[config.mk]
export PLATFORM = sky130hd
export DESIGN_NAME = rob_id_tracker
export DESIGN_NICKNAME = d
export VERILOG_FILES = /design/src/rtl/axi_ic_pkg.sv /design/src/rtl/rob_first_match.sv /design/src/rtl/rob_id_tracker.sv
export SDC_FILE = /design/constraint.sdc
export NUM_CORES = 1
export LEC_CHECK = 0
export CAP_MARGIN = 30
export CORE_UTILIZATION = 52
export CTS_CLUSTER_DIAMETER = 80
export DETAILED_ROUTE_END_ITERATION = 10
export PLACE_DENSITY = 0.91
export RECOVER_POWER = 50
export SETUP_SLACK_MARGIN = 0.2
export SLEW_MARGIN = 0
export SYNTH_ARGS = -nofsm -noshare
export SYNTH_HDL_FRONTEND = slang
export SYNTH_SLANG_ARGS = --single-unit
[constraint.sdc]
create_clock -name clk -period 7.5 [get_ports clk]
set_clock_uncertainty 0.2 [all_clocks]
set_input_delay 1.5 -clock clk [delete_from_list [all_inputs] [get_ports clk]]
set_output_delay 1.5 -clock clk [all_outputs]
set_load 0.01 [all_outputs]
[src/rtl/axi_ic_pkg.sv]
// Shared AXI interconnect constants and types.
package axi_ic_pkg;

  localparam int unsigned ID_W      = 8;
  localparam int unsigned ROB_DEPTH = 4;
  localparam logic [ID_W-1:0] ROB_EMPTY_ID = 8'hFF;

  typedef logic [2:0] rob_cnt_t;

endpackage

[src/rtl/rob_first_match.sv]
// Oldest-first priority select: one-hot of the lowest set match bit, plus hit.
module rob_first_match #(
  parameter int unsigned DEPTH = 4
) (
  input  logic [DEPTH-1:0] match,
  output logic [DEPTH-1:0] onehot,
  output logic             hit
);

  logic found;

  always_comb begin
    onehot = '0;
    found  = 1'b0;
    for (int i = 0; i < DEPTH; i++) begin
      if (match[i] && !found) begin
        onehot[i] = 1'b1;
        found     = 1'b1;
      end
    end
  end

  assign hit = |match;

endmodule

[src/rtl/rob_id_tracker.sv]
// In-order ARID tracker: appends on AR accept, retires oldest matching ID on
// RLAST and compacts younger entries toward slot 0.
module rob_id_tracker #(
  parameter int unsigned     ID_W     = axi_ic_pkg::ID_W,
  parameter int unsigned     DEPTH    = axi_ic_pkg::ROB_DEPTH,
  parameter logic [ID_W-1:0] EMPTY_ID = axi_ic_pkg::ROB_EMPTY_ID
) (
  input  logic                 clk,
  input  logic                 rst,
  input  logic                 ar_push,
  input  logic [ID_W-1:0]      ar_id,
  input  logic                 r_pop,
  input  logic [ID_W-1:0]      r_id,
  output logic [ID_W-1:0]      rob_buffer [0:DEPTH-1],
  output logic [DEPTH-1:0]     rob_vld,
  output axi_ic_pkg::rob_cnt_t rob_cnt,
  output logic                 rob_full,
  output logic                 rob_empty,
  output logic                 err_ovf,
  output logic                 err_unmatched
);

  import axi_ic_pkg::*;

  localparam rob_cnt_t DEPTH_CNT = rob_cnt_t'(DEPTH);

  logic [DEPTH-1:0] match;
  logic [DEPTH-1:0] onehot;
  logic             hit;
  logic [DEPTH-1:0] shift_mask;
  logic             acc;

  logic [ID_W-1:0]  buf_n [0:DEPTH-1];
  logic [DEPTH-1:0] vld_n;
  rob_cnt_t         cnt_pop;
  rob_cnt_t         cnt_n;
  logic             ovf_n;
  logic             unm_n;

  always_comb begin
    match = '0;
    for (int i = 0; i < DEPTH; i++) begin
      match[i] = r_pop && rob_vld[i] && (rob_buffer[i] == r_id);
    end
  end

  rob_first_match #(.DEPTH(DEPTH)) u_first_match (
    .match  (match),
    .onehot (onehot),
    .hit    (hit)
  );

  // Pop compaction first, then the push lands at the post-pop tail.
  always_comb begin
    buf_n      = rob_buffer;
    vld_n      = rob_vld;
    cnt_pop    = rob_cnt;
    cnt_n      = rob_cnt;
    ovf_n      = err_ovf;
    unm_n      = err_unmatched;
    acc        = 1'b0;
    shift_mask = '0;

    for (int i = 0; i < DEPTH; i++) begin
      acc           = acc | onehot[i];
      shift_mask[i] = acc;
    end

    for (int i = 0; i < DEPTH - 1; i++) begin
      if (shift_mask[i]) begin
        buf_n[i] = rob_buffer[i+1];
        vld_n[i] = rob_vld[i+1];
      end
    end
    if (shift_mask[DEPTH-1]) begin
      buf_n[DEPTH-1] = EMPTY_ID;
      vld_n[DEPTH-1] = 1'b0;
    end

    if (hit) begin
      cnt_pop = rob_cnt - rob_cnt_t'(1);
    end
    if (r_pop && !hit) begin
      unm_n = 1'b1;
    end
    cnt_n = cnt_pop;

    if (ar_push) begin
      if (cnt_pop == DEPTH_CNT) begin
        ovf_n = 1'b1;
      end else begin
        for (int i = 0; i < DEPTH; i++) begin
          if (cnt_pop == rob_cnt_t'(i)) begin
            buf_n[i] = ar_id;
            vld_n[i] = 1'b1;
          end
        end
        cnt_n = cnt_pop + rob_cnt_t'(1);
      end
    end
  end

  always_ff @(posedge clk) begin
    if (rst) begin
      for (int i = 0; i < DEPTH; i++) begin
        rob_buffer[i] <= EMPTY_ID;
      end
      rob_vld       <= '0;
      rob_cnt       <= '0;
      err_ovf       <= 1'b0;
      err_unmatched <= 1'b0;
    end else begin
      rob_buffer    <= buf_n;
      rob_vld       <= vld_n;
      rob_cnt       <= cnt_n;
      err_ovf       <= ovf_n;
      err_unmatched <= unm_n;
    end
  end

  assign rob_full  = (rob_cnt == DEPTH_CNT);
  assign rob_empty = (rob_cnt == rob_cnt_t'(0));

endmodule

# --- Word level (Yosys, flattened, before mapping) ---
# Cells that the tools add are included.
word_totals:
  regBits: 41
  in_bits: 20
  out_inout_bits: 43
  elab_cells: 71
classes:
  n_addsub: 2
  n_eq_ne: 9
  muxes: 29
  bitwise_logic: 3
  n_reduce_logical: 20
ops:
  columns: ["operator", "count"]
  rows:
  - ["32-bit 2-to-1 mux", 2]
  - ["8-bit 2-to-1 mux", 8]
  - ["8-bit == test", 4]
  - ["1-bit 2-to-1 mux", 14]
  - ["1-bit logical AND", 12]
  - ["3-bit 2-to-1 mux", 3]
  - ["4-bit 2-to-1 mux", 2]
  - ["3-bit by 2-bit == test with 1-bit output (second input constant)", 2]
  - ["3-bit == test (second input constant)", 2]
  - ["3-bit zero test", 2]
  - ["1-bit zero test", 4]
  - ["4-bit OR reduction", 1]
  - ["3-bit by 1-bit adder with 3-bit output (second input constant)", 1]
  - ["3-bit by 1-bit == test with 1-bit output (second input constant)", 1]
  - ["1-bit OR", 3]
  - ["3-bit by 1-bit subtractor with 3-bit output (second input constant)", 1]
  - ["2-bit AND reduction", 1]

# --- Logic depth before layout (Yosys ltp) ---
# Gate-level depths: netlist of the first run.
depth:
  word_depth: 17
  depth_mapped: 12
  depth_no_buf: 12

# --- Cells and area by module ---
# A second synthesis of the first run with hierarchy kept.
hier_totals:
  cells_unflattened: 267
  area_unflattened_um2: 2407.3
by_module_without_submodules:
  columns: ["module", "instances", "cells_per_inst", "area_per_inst_um2", "seq_area_each_um2"]
  rows:
  - ["rob_id_tracker", 1, 262, 2369.8, 820.8]
  - ["rob_first_match", 1, 5, 37.5, 0.0]

# --- Worst setup path before layout of the first run ---
# No wires, ideal clock.
synth_timing:
  path_type: "input to register"
  startpoint: "input port r_id[7]"
  endpoint: "register rob_buffer[0] (netlist name)"
  setup_ns: 0.135
  arrival_ns: 3.685
  required_ns: 7.165
  setup_slack_ns: 3.481
  cell_stages: 11
  n_path_buf: 0
  cell_sequence: "xor2_1 -> nor4_1 -> nand3_1 -> nand4_1 -> mux2_2 -> inv_1 -> ha_1 -> ha_1 -> nand2_1 -> a21oi_1 -> a21oi_1"
synth_via:
  elab_chain_cells: 17
  word_cells_on_any_way: 31
  classes_between: "eq/ne: 6; mux: 11; bitwise: 3; reduce/logical: 11"
synth_rtl:
  columns: ["element", "line_no", "text"]
  rows:
  - ["start, declared", "rob_id_tracker.sv:13", "input logic [ID_W-1:0] r_id,"]
  - ["8-bit == test", "rob_id_tracker.sv:43", "match[i] = r_pop && rob_vld[i] && (rob_buffer[i] == r_id);"]
  - ["1-bit logical AND", "rob_id_tracker.sv:43", null]
  - ["1-bit 2-to-1 mux", "rob_first_match.sv:16", "if (match[i] && !found) begin"]
  - ["1-bit zero test", "rob_first_match.sv:16", null]
  - ["1-bit logical AND", "rob_first_match.sv:16", null]
  - ["1-bit 2-to-1 mux", "rob_first_match.sv:16", null]
  - ["1-bit zero test", "rob_first_match.sv:16", null]
  - ["1-bit logical AND", "rob_first_match.sv:16", null]
  - ["1-bit 2-to-1 mux", "rob_first_match.sv:16", null]
  - ["1-bit zero test", "rob_first_match.sv:16", null]
  - ["1-bit logical AND", "rob_first_match.sv:16", null]
  - ["1-bit 2-to-1 mux", "rob_first_match.sv:16", null]
  - ["1-bit OR", "rob_id_tracker.sv:65", "acc = acc | onehot[i];"]
  - ["8-bit 2-to-1 mux", "rob_id_tracker.sv:75", "if (shift_mask[DEPTH-1]) begin"]
  - ["8-bit 2-to-1 mux", "rob_id_tracker.sv:93", "if (cnt_pop == rob_cnt_t'(i)) begin"]
  - ["32-bit 2-to-1 mux", "rob_id_tracker.sv:89", "if (cnt_pop == DEPTH_CNT) begin"]
  - ["32-bit 2-to-1 mux (*)", "rob_id_tracker.sv:88", "if (ar_push) begin"]
  - ["end signal, assigned", "rob_id_tracker.sv:113", "rob_buffer <= buf_n;"]
  - ["end, declared", "rob_id_tracker.sv:14", "output logic [ID_W-1:0] rob_buffer [0:DEPTH-1],"]
# Mark *: on every way between the ends. The rest lies on a longest branch, timed or not.
# A chain may end at the register's enable or synchronous reset.

# --- Worst setup path in the final report of the first run ---
layout_timing:
  startpoint: "input port r_id[1]"
  endpoint: "register rob_buffer[7] (netlist name)"
# Same word-level chain as after synthesis.

==> out/metrics.csv, run 1 <==
metric;value;unit
synth_top_cell_area_share;0.352;
finalWirelength;6.29;mm
ioPinCount;63;
num_vias;2126;
hold_path_class;flop to flop;
total_power;0.542;mW
cap_violations;0;
floorplan.die_area;4760;µm²
portBuffers;62;
grt_overflow;0;
worst-r2r-setup-slack;3.51;ns
placed_cells;353;
start_kind;input port;
antenna_left;0;
clkTransAtPathRegs;0.08;ns
synthFlopType;dfxtp_1;
synth_top_family_by_area;multiplexers;
clock_latency;0.29;ns
crit_arrival;5.37;ns
hold_buffers;0;
synth_top_cell_by_area;dfxtp_1;
yosys.area_share.adder;0.0375;
grt_pass1_vias;1973;
h-tree-depth;2;
synthSimpleGateAreaFrac;0.143;
hpwl;4.48;mm
drtIter0Drc;153;
grt_pass1_wl;9.87;mm
antenna_found_initial;0;
tightestPinTransition;0.695;ns
final_cells;361;
syn_inst;249;
drc;0;
worstSetupPathType;input port to flop;
finalWeightedCongestion;0.841;
setup_violations;0;
viasPerCell;5.89;
cts_root_buffer;clkbuf_8;
status;completed;
cts_buffer_depth;2;
period_needed;5.42;ns
yosys_warnings;0;
worstReg2RegStart;rob_buffer[29];
rsz0062_at_grt;false;
tns;0;ns
syn_nets;276;
setup_ws;2.08;ns
worst_ir_drop_vdd;174;µV
syn_to_final_growth;32.4;%
max_freq;0.184;GHz
synth_seq_cells;41;
ys_seq_area_frac;0.352;
fin_nets;337;
async_reset_ff_frac;0;
cts_tree;yes;
synth_compound_area_frac;0.0890;
pre_cts_ws;1.83;ns
cp_slowest_cell;nand3_1;
synth_mux_area_frac;0.205;
hold_path_end;err_unmatched;
cts_setup_buffers;0;
postCtsResizedCells;0;
coreArea;4140;µm²
r2r_end;rob_buffer[7];
min_path_cells;2;
initial_utilization;0.563;
synth_cell_types;36;
power.leakage;1.16;nW
path_cells;clkdlybuf4s50_1 -> xor2_1 -> nor4_1 -> nand3_1 -> nand4_1 -> mux2_2 -> inv_1 -> ha_1 -> ha_1 -> nand2_1 -> a21oi_1 -> a21oi_1;
worstSetupEndpointType;flop;
worstPathRequired;7.44;ns
timing.hold.ws;0.283;ns
power_density;175;nW/µm²
final_hold_viol_count;0;
most-common-layout-cells;41 x dfxtp_1, 41 x dlygate4sd3_1, 40 x nor2_1;
diodes;0;
grt_usage;0.287;
fp-row-count;23;
max_stage_delay;0.58;ns
ys_top_cells_by_area;dfxtp_1 35%, xor2_1 11%, mux2i_1 11%, mux2_2 9.2%, nor2_1 6.4%;
die_w;69.0;µm
maxSlewHeadroom;0.527;
synth_edf_count;0;
synth_area;2330;µm²
r2r_cells;11;
die_y;69.0;µm
synthXorXnorAreaFrac;0.138;
first_pass_iters;4;
hp-start;err_unmatched;
cts_made_buffers;5;
wire_per_inst;17.4;µm
fin_crit_sh;0.723;
grt_max_degree;37;
drive_gt1_frac;0.113;
cp_max_fo;13;
drv_slew;0;
syn_area_per_cell;9.37;µm²
clock_sinks;41;
[worst max path at each step]
| stage | start | to | slack, ns | cells after the start |
|---|---|---|---|---|
| 2_1_floorplan | r_id[7] | rob_buffer[0] | 3.48 | 11 |
| 3_3_place_gp | r_id[5] | rob_buffer[6] | 1.96 | 12 |
| 3_5_place_dp | r_id[5] | rob_buffer[6] | 1.83 | 12 |
| 4_1_cts | r_id[1] | rob_buffer[6] | 2.10 | 12 |
| 5_1_grt | r_id[5] | rob_buffer[2] | 1.78 | 12 |
| 6_report | r_id[1] | rob_buffer[7] | 2.08 | 12 |
[synthesized netlist by cell type (2+ instances only)]
| cell | count |
|---|---|
| a21oi_1 | 13 |
| a22oi_1 | 8 |
| and3_1 | 3 |
| buf_6 | 2 |
| clkbuf_1 | 5 |
| dfxtp_1 | 41 |
| ha_1 | 7 |
| inv_1 | 8 |
| mux2_2 | 19 |
| mux2i_1 | 25 |
| nand2_1 | 5 |
| nand3_1 | 6 |
| nand3_2 | 2 |
| nor2_1 | 40 |
| nor3_1 | 5 |
| nor4_1 | 4 |
| o21ai_0 | 4 |
| xnor2_1 | 5 |
| xor2_1 | 30 |
[final cells by class]
cell class                      instances  area [µm²]
Timing Repair Buffer                   63         628
Clock buffer                            7        86.3
Multi-Input combinational cell        190        1430
Inverter                                9        33.8
Tap cell                               50        62.6
Clock inverter                          1        30.0
Fill cell                             309        1050
Sequential cell                        41         821
[metal layers]
metal  up-vias  global-route usage  wire length, µm  share of wire
li1        986                   -                -              -
met1      1040               0.386             2640           0.42
met2        91               0.465             3060           0.49
met3         9              0.0461              510          0.081
met4         0              0.0944               78          0.012
met5         -                   0                0              0
[metrics by stage]
stage / util / cell area [µm²]
2_1_floorplan: - / 2330
3_3_place_gp: 0.718 / 2970
3_5_place_dp: 0.718 / 2970
4_1_cts: 0.746 / 3090
5_1_grt: 0.746 / 3090
6_report: 0.746 / 3090
[power breakdown]
part           internal [mW]  switching, mW  total, mW  leakage [nW]
combinational         0.0576         0.0583      0.116         0.767
clock                  0.109         0.0752      0.184        0.0585
sequential             0.230         0.0128      0.243         0.335
[worst max-delay path: cells and delay by family]
family,cells,cell delay [ns]
AO/OA/AOI/OAI,2,0.73
multiplexers,1,0.42
buffers and inverters,2,0.62
adder cells (fa/ha/maj),2,0.31
AND/OR/NAND/NOR,4,1.59
XOR/XNOR,1,0.19
[cells by family (layout without fill, tap and decap cells)]
| group | count (synthesis) | count (layout) |
|---|---|---|
| simple gates | 72 | 72 |
| mux | 45 | 45 |
| flops | 41 | 41 |
| xor+xnor | 36 | 36 |
| compound gates | 30 | 30 |
| buf+inv | 18 | 80 |
| fa+ha+maj | 7 | 7 |
[state kept, by name (all words and copies together) (netlist names)]
name and count:
rob_cnt 3, err_ovf 1, rob_vld 4, err_unmatched 1, rob_buffer 32
Power figures use the tool's default switching activity.
==> run 2: changes to the inputs <==
CORE_UTILIZATION = 44   (was 52)
PLACE_DENSITY = 0.83   (was 0.91)
clock period = 4.9 ns   (was 7.5 ns; I/O delays follow)
==> out/metrics.csv, run 2 (same netlist as run 1, synthesis figures left out) <==
metric;value;unit;change
hp-start;err_ovf;;
cts_root_buffer;clkbuf_8;;
top_regs;rob_buffer x32, rob_vld x4, rob_cnt x3;;
p_seq_frac;0.477;;+0.030
worstSetupEndpointType;flop;;
syn_to_final_growth;33.3;%;
first_pass_iters;5;;+1
cp_top_family;simple AND/OR/NAND/NOR gates;;
max_stage_delay;0.64;ns;+0.06 ns
cts_setup_buffers;0;;unchanged
start_kind;input port;;
total_power;0.777;mW;+43%
power.leakage;1.17;nW;+0.59%
drv_slew;0;;unchanged
crit_buf_inv;1;;-1
h-tree-depth;2;;unchanged
die_w;74.8;µm;+8.5%
period_needed;4.36;ns;
clkTransAtPathRegs;0.08;ns;about the same
setup_violations;0;;unchanged
portBuffers;62;;unchanged
clock_sinks;41;;unchanged
worstSetupPathType;input port to flop;;
diodes;0;;unchanged
coreArea;5110;µm²;+23%
fin_crit_sh;0.890;;
setup_ws;0.537;ns;-1.54 ns
rsz0062_at_grt;false;;
p_int;0.554;mW;+40%
netSwitchingFraction;0.287;;+0.0170
initial_utilization;0.457;;-0.106
most-common-layout-cells;42 x dlygate4sd3_1, 41 x dfxtp_1, 40 x nor2_1;;
cts_tree;yes;;
hold_path_class;flop to flop;;
fp-row-count;26;;+13%
maxSlewHeadroom;0.488;;-0.0389
tightestPinTransition;0.752;ns;+0.0573 ns
grt_pass1_vias;2031;;+2.9%
pwr-share-clk;0.297;;-0.042
largest_register_ffs;32;;unchanged
hold_buffers;0;;unchanged
finalWeightedCongestion;0.976;;+16%
wire_per_inst;15.9;µm;-8.8%
largest_register;rob_buffer;;
worst_ir_drop_vdd;168;µV;-3.3%
final_hold_viol_count;0;;unchanged
clock_latency;0.29;ns;about the same
final_util;0.609;;-0.137
cts_buffer_depth;2;;unchanged
fin_nets;339;;+0.59%
antenna_found_initial;0;;unchanged
cap_violations;0;;unchanged
cp_slowest_cell;mux2i_2;;
cp_max_fo;10;;-3
tns;0;ns;unchanged
viasPerCell;5.24;;-11%
layout.cells.most_common;dlygate4sd3_1;;
worstPathRequired;4.92;ns;-2.52 ns
floorplan.die_area;5600;µm²;+18%
grt_usage;0.232;;-0.0552
finalWirelength;6.09;mm;-3.2%
max_freq;0.229;GHz;
grt_pass1_wl;9.67;mm;-2.0%
drc;0;;unchanged
startpoint;r_id[3];;
worstReg2RegStart;rob_buffer[15];;
pre_cts_ws;0.329;ns;-1.50 ns
crit_arrival;4.38;ns;-0.99 ns
grt_max_degree;20;;-46%
antenna_left;0;;unchanged
hpwl;4.40;mm;-1.8%
die_y;74.8;µm;+8.5%
cp_common_cell;nand3_1;;
grt_overflow;0;;unchanged
pwr-share-comb;0.226;;+0.012
postCtsResizedCells;0;;unchanged
ioPinCount;63;;unchanged
timing.hold.ws;0.276;ns;-0.00693 ns
num_vias;2006;;-5.6%
cts_made_buffers;5;;unchanged
path_cells;clkdlybuf4s50_1 -> xor2_1 -> nor4_1 -> nand3_1 -> nand4_1 -> xnor2_1 -> ha_1 -> nand3_1 -> mux2i_2 -> nor2_2 -> a22oi_1;;
power_density;250;nW/µm²;+42%
drtIter0Drc;98;;-36%
status;completed;;
power.switching;0.223;mW;+52%
drive_gt1_frac;0.121;;+0.00887
run 2: final timing paths:
| check | to | cells past startpoint | slack [ns] |
|---|---|---|---|
| max | rob_buffer[22] | 11 | 0.54 |
| min | err_ovf | 2 | 0.28 |
| max reg2reg | rob_buffer[22] | 10 | 1.45 |
| min reg2reg | err_ovf | 2 | 0.28 |
run 2: layout make-up:
| cell class | count | area (µm²) |
|---|---|---|
| fillers | 452 | 2000 |
| multi-input cells | 190 | 1430 |
| flip-flops and latches | 41 | 821 |
| repair buffers | 65 | 643 |
| well taps | 70 | 87.6 |
| clock buffers | 6 | 82.6 |
| inverters | 9 | 33.8 |
| clock inverters | 2 | 13.8 |
run 2: metal layers:
layer	track usage	part of all wire	vias up
li1	-	-	984
met1	0.297	0.45	941
met2	0.389	0.48	76
met3	0.0402	0.060	5
met4	0.0901	0.0069	0
met5	0	0	-
run 2: worst reg2reg max path, cell delays in order (launching register included):
cell     delay (ns)
dfxtp_1        0.35
xor2_1         0.15
nor4_1         0.42
nand3_1        0.25
nand4_1        0.35
xnor2_1        0.24
ha_1           0.23
nand3_1        0.11
mux2i_2        0.64
nor2_2         0.24
a22oi_1        0.21
run 2: metrics by stage:
stage,cells,area [µm²]
floorplan,249,2330
global placement,375,3010
detailed placement,375,3010
CTS,383,3110
global route,383,3110
finish,383,3110
run 2: power by group through the flow:
stage,sequential [mW],clock [mW],combinational (mW)
detailed placement,0.379,0,0.181
finish,0.371,0.231,0.176
CTS,0.371,0.234,0.182
global route,0.373,0.247,0.192
floorplan,0.383,0,0.0956
global placement,0.379,0,0.178
